[config.mk]
export PLATFORM = sky130hd
export DESIGN_NAME = ss_symbol_decoder
export DESIGN_NICKNAME = d
export VERILOG_FILES = /design/src/rtl/ss_symbol_decoder.sv
export SDC_FILE = /design/constraint.sdc
export NUM_CORES = 1
export LEC_CHECK = 0
export ABC_AREA = 1
export BUFFER_PORTS_ARGS = -buffer_cell sky130_fd_sc_hd__buf_2
export CORE_MARGIN = 2
export CORE_UTILIZATION = 45
export DETAILED_ROUTE_END_ITERATION = 10
export GPL_TIMING_DRIVEN = 0
export SLEW_MARGIN = 30
export SYNTH_ARGS = -nofsm -noshare
export SYNTH_HDL_FRONTEND = slang
export SYNTH_SLANG_ARGS = --single-unit
[constraint.sdc]
create_clock -name clk -period 2.6 [get_ports clk]
set_clock_uncertainty 0.15 [all_clocks]
set_input_delay 0.26 -clock clk [delete_from_list [all_inputs] [get_ports clk]]
set_output_delay 0.26 -clock clk [all_outputs]
set_load 0.005 [all_outputs]
[src/rtl/ss_symbol_decoder.sv]
`default_nettype none
// ============================================================================
// Module   : ss_symbol_decoder
// Purpose  : Frame-based stochastic-symbol decoder. Sums exactly
//            2^LEN_LOG2 accepted symbols per frame and holds the sum behind
//            a valid/ready handshake until the consumer takes it.
// Revision : 1.0 - initial release
// ----------------------------------------------------------------------------
// Ports
//   clk          in   1      rising-edge clock
//   rst          in   1      asynchronous active-high reset
//   start        in   1      begin a frame (honoured only in IDLE)
//   clear        in   1      synchronous abort back to IDLE
//   sym_in       in   SYM_W  stochastic symbol
//   sym_valid    in   1      sym_in qualifier
//   sym_ready    out  1      high in RUN
//   busy         out  1      high in RUN and HOLD
//   result       out  OUT_W  frame sum, held until the next frame completes
//   result_valid out  1      high in HOLD
//   result_ready in   1      consumer accept
// ============================================================================
module ss_symbol_decoder #(
    parameter  int SYM_W    = 4,
    parameter  int LEN_LOG2 = 8,
    localparam int OUT_W    = SYM_W + LEN_LOG2
) (
    input  logic             clk,
    input  logic             rst,
    input  logic             start,
    input  logic             clear,
    input  logic [SYM_W-1:0] sym_in,
    input  logic             sym_valid,
    output logic             sym_ready,
    output logic             busy,
    output logic [OUT_W-1:0] result,
    output logic             result_valid,
    input  logic             result_ready
);

    typedef enum logic [1:0] {
        IDLE = 2'd0,
        RUN  = 2'd1,
        HOLD = 2'd2
    } state_t;

    state_t              state;
    state_t              next_state;
    logic [OUT_W-1:0]    acc;
    logic [LEN_LOG2-1:0] cnt;
    logic                accept;
    logic                last;
    logic [OUT_W-1:0]    sym_ext;
    logic [OUT_W-1:0]    acc_sum;

    assign accept  = (state == RUN) && sym_valid;
    // The final symbol of a frame is the one accepted while the counter
    // sits at all-ones; the counter then wraps naturally to zero.
    assign last    = accept && (cnt == {LEN_LOG2{1'b1}});
    assign sym_ext = {{LEN_LOG2{1'b0}}, sym_in};
    assign acc_sum = acc + sym_ext;

    // Outputs decode the state register only, so no input reaches an
    // output combinationally.
    assign sym_ready    = (state == RUN);
    assign busy         = (state == RUN) || (state == HOLD);
    assign result_valid = (state == HOLD);

    always_ff @(posedge clk or posedge rst) begin
        if (rst) begin
            state <= IDLE;
        end else begin
            state <= next_state;
        end
    end

    always_comb begin
        next_state = state;
        if (clear) begin
            next_state = IDLE;
        end else begin
            case (state)
                IDLE:    if (start)        next_state = RUN;
                RUN:     if (last)         next_state = HOLD;
                HOLD:    if (result_ready) next_state = IDLE;
                default:                   next_state = IDLE;
            endcase
        end
    end

    // Datapath. clear wins over everything; result is deliberately left
    // untouched by clear so the last completed frame remains readable.
    always_ff @(posedge clk or posedge rst) begin
        if (rst) begin
            acc    <= '0;
            cnt    <= '0;
            result <= '0;
        end else if (clear) begin
            acc <= '0;
            cnt <= '0;
        end else if ((state == IDLE) && start) begin
            acc <= '0;
            cnt <= '0;
        end else if (accept) begin
            acc <= acc_sum;
            cnt <= cnt + {{(LEN_LOG2-1){1'b0}}, 1'b1};
            if (last) begin
                result <= acc_sum;
            end
        end
    end

endmodule
`default_nettype wire

Yosys cells after proc, flatten, opt, wreduce, memory -nomap -nowiden

Cells that the tools add are included.
Widths: inputs -> output; s select.

Word-level logic and storage cells: 33
Input bits: 10
Output and inout port bits: 15
Register bits: 34

Eq/ne operators: 6
Bitwise operators: 2
Reduce and logical (&&, ||, !) cells: 8
Add/subtract/negate cells: 2
Muxes and demuxes: 11

Operator list:

| kind                | count |
|---|---|
| $mux 12             | 3 |
| $mux 8              | 3 |
| $add 12x4->12       | 1 |
| $add 8x1->8 const B | 1 |
| $eq 8x8->1 const B  | 1 |
| $mux 2              | 4 |
| $ne 3x2->1 const B  | 2 |
| $pmux 2 s3          | 1 |
| $reduce_and 4->1    | 1 |
| $logic_and 1x1->1   | 3 |
| $ne 3x3->1 const B  | 1 |
| $reduce_and 3->1    | 1 |
| $reduce_bool 3->1   | 1 |
| $eq 2x1->1 const B  | 1 |
| $eq 2x2->1 const B  | 1 |
| $logic_not 2->1     | 1 |
| $not 1->1           | 2 |
| $logic_or 1x1->1    | 1 |

Logic depth before layout (Yosys ltp)

Word-level depth: 6
Gate-level depth with buffers: 10

Worst setup path before layout

Ideal clock, no wire load.

Path type: register -> register
Start point: register acc[0]
End point: register acc[8]
Period minus slack after synthesis: 1700 ps
Required time: 2323 ps
Path slack: 900 ps
Cell stages (with the launch flop): 9
Arrival: 1423 ps
Cells stage by stage: dfrtp_1 > ha_1 > fa_1 > nand3_1 > nand2_1 > nand2_1 > nand2_1 > nand3_1 > o21ai_0

Longest elaborated chain between the ends: 4

RTL lines:

| what                   | RTL line | text |
|---|---|---|
| start, declared        | 48       | `logic [OUT_W-1:0] acc;` |
| start signal, assigned | 104      | `acc <= acc_sum;` |
| $add 12x4->12          | 60       | `assign acc_sum = acc + sym_ext;` |
| $mux 12                | 103      | `end else if (accept) begin` |
| $mux 12                | 100      | `end else if ((state == IDLE) && start) begin` |
| $mux 12                | 97       | `end else if (clear) begin` |

Every way passes these cells. The select of a mux whose other input is x is not followed.
A chain may end at the register's enable or synchronous reset.

Worst setup path in the final report

Start point: register acc[0]
End point: register result[10]

Longest elaborated chain between the ends: 1

RTL lines:

| what                 | RTL line | text |
|---|---|---|
| $add 12x4->12        | 60       |  |
| end signal, assigned | 107      | `result <= acc_sum;` |
| end, declared        | 35       | `output logic [OUT_W-1:0] result,` |

Every way passes these cells.

==> metrics.csv <==
metric;value;unit
status;finished, final reports clean;
power.density_cell_area;574.1;nW/µm²
fin_worst_hold_slack;0.1330;ns
coreArea;3971;µm²
r2r_setup_slack;0.75;ns
dr.pass1.iters;4;
cpLargestDelayFamily;adder cells;
final_util;53.15;%
worst_r2r_endpoint;result[10];
postCtsResizedCells;0;
crit_type;reg2reg;
synth_seq_area_share;46.20;%
ys_warn_count;0;
overflow;0;
fin_ws;0.7530;ns
r2r.worst_path.cells;8;
max_cap_violations;0;
leakage_power;1.162;nW
totalWireLength;3678;µm
crit_chain;ha_1 -> fa_1 -> nand3_1 -> nand2_1 -> nand2_1 -> o21bai_1 -> nand3_1 -> nand2_1;
tritoncts;yes;
hold_depth;4;
antenna_found_initial;0;
timing.critical_path.from_type;register;
grt_setup_unrepaired;no;
fin_total_pwr;1.212;mW
mappedNetlistArea;1842;µm²
synth_enable_flop_cells;0;
dpl.hpwl;2650;µm
ys_top_cells_by_area;dfrtp_1 (46%), nand2_1 (18%), nand3_1 (7.9%), ha_1 (5.4%), inv_1 (4.1%);
critical_path.most_common_cell;nand2_1;
antenna_left;0;
ctsHtreeMaxLevel;2;
preCtsSetupSlack;0.7387;ns
tns;0;ns
cts.sink_count;34;
number_of_cts_inserted_buffers;5;
timing.final.hold_violations;0;
synth-main-ff-cell;dfrtp_1;
die_w;67.98;µm
ctsLongestPathBuffers;2;
layout_worst_path_cycle_share;71.04;%
layout_commonest_cell;nand2_1;
clkSlewWorstSetupHoldPaths;0.07;ns
grtUsageTotal;18.76;%
synth_cell_type_count;24;
required_time_of_the_critical_path;2.63;ns
max-vdd-ir-drop;383.7;µV
setup_violations;0;
critical_path.endpoint_type;register;
crit_path_max_incr_delay;0.42;ns
ys_seq_elements;34;
critical_path_depth;8;
placement.cell_area;2024;µm²
finalCriticalPeriod;1.847;ns
worst_slew_pin_slew;0.7082;ns
holdPathEnd;cnt[6];
grt_pass1_wl;6382;µm
route.detailed.wl_per_inst;11.71;µm
worstPathMaxFanout;5;
die_height;67.98;µm
via_count;1561;
timing.final.max_slew_violations;0;
dieArea;4621;µm²
post_cts_buffers;0;
cpMaxStageDelayCell;fa_1;
std_cell_rows;23;
synth_cells;232;
port_buffers;24;
layout-drive-gt1-share;15.53;%
hold_start;clear;
area_delta_synth_final;14.61;%
grt_max_degree;35;
min_path_type;in2reg;
inserted_diodes;0;
number_of_remaining_drc_errors;0;
largest_area_contributor_in_the_synthesized_netlist;dfrtp_1;
detail_route.iter0.violations;60;
synthDominantCellAreaShare;46.20;%
floorplan.initialDensity;46.38;%
achievable-frequency;541.4;MHz
slew_headroom;52.72;%
cp_num_buf_inv;0;
syn-num-nets;251;
most-common-layout-cells;nand2_1 (88), dfrtp_1 (34), nand3_1 (29), buf_2 (24), inv_1 (19);
regToRegStartpoint;acc[0];
routabilityCongestion;0.7832;
critical_path_arrival;1.88;ns
via_count_of_the_first_global_routing_pass;1488;
async_reset_ff_share;100.0;%
fin_nets;283;
synth_area_per_cell;7.939;µm²
io_pins;25;
final-instance-count-excl-fill;314;
vias_per_cell;4.971;
worst_setup_path_startpoint;acc[0];
clock_latency;0.29;ns
cts_root_buf;clkbuf_8;
numPlacedInstances;306;
stdcell_area;2111;µm²
area by class of cell:
| class | instances | area [µm²] |
|---|---|---|
| fillers | 407 | 1861 |
| multi-input cells | 172 | 874.6 |
| flip-flops and latches | 34 | 850.8 |
| repair buffers | 25 | 130.1 |
| inverters | 23 | 86.33 |
| clock buffers | 7 | 76.32 |
| well taps | 50 | 62.56 |
| plain buffers | 3 | 30.03 |
metal layers:
metal | vias up | track usage [%] | part of all wire, % | routed length [µm]
li1 | 807 | - | - | -
met1 | 716 | 23.33 | 49 | 1788
met2 | 30 | 30.95 | 45 | 1668
met3 | 8 | 3.618 | 3.8 | 138
met4 | 0 | 9.500 | 2.3 | 84
met5 | - | 0 | 0 | 0
sequential cells by signal, summed over array words and instances, names as in the netlist:
register and flops:
state 2, acc 12, result 12, cnt 8
worst reg2reg max path: cells and delay by family, from the launching register on:
family	cells	cell delay, ns
AOI/OAI and AO/OA	1	0.08
DFF	1	0.38
and+or+nand+nor	5	0.48
adders and majority gates	2	0.65
synth_stat cells, types with 3 or more instances:
| master | n |
|---|---|
| a22o_1 | 4 |
| nand3_1 | 29 |
| ha_1 | 8 |
| inv_1 | 20 |
| dfrtp_1 | 34 |
| a21oi_1 | 6 |
| xor2_1 | 3 |
| o21ai_0 | 6 |
| nand2_1 | 88 |
| inv_2 | 3 |
| nor2_1 | 15 |
worst max-delay path by stage:
stage / end / slack [ns]
floorplan: acc[8] / 0.90
global placement: result[8] / 0.74
detailed placement: result[10] / 0.74
CTS: acc[8] / 0.74
global route: cnt[6] / 0.59
finish: result[10] / 0.75
kinds of logic after synthesis:
family                   count (synthesis)  synth area share, %
AO/OA/AOI/OAI                           19                6.794
XOR/XNOR                                 4                1.903
adder cells (fa/ha/maj)                  9                6.522
buffers and inverters                   26                6.318
flip-flops                              34                46.20
AND/OR/NAND/NOR                        140                32.27
repair_timing:
item,4_1_cts,5_1_grt
setup endpoints to repair,0,0
hold endpoints to repair,34,0
hold buffers,1,0
power by group:
| group | switching (mW) | internal (mW) |
|---|---|---|
| logic | 0.168 | 0.0951 |
| clock network | 0.187 | 0.184 |
| registers | 0.0228 | 0.555 |
No activity file was read; power rests on OpenSTA's default activity.
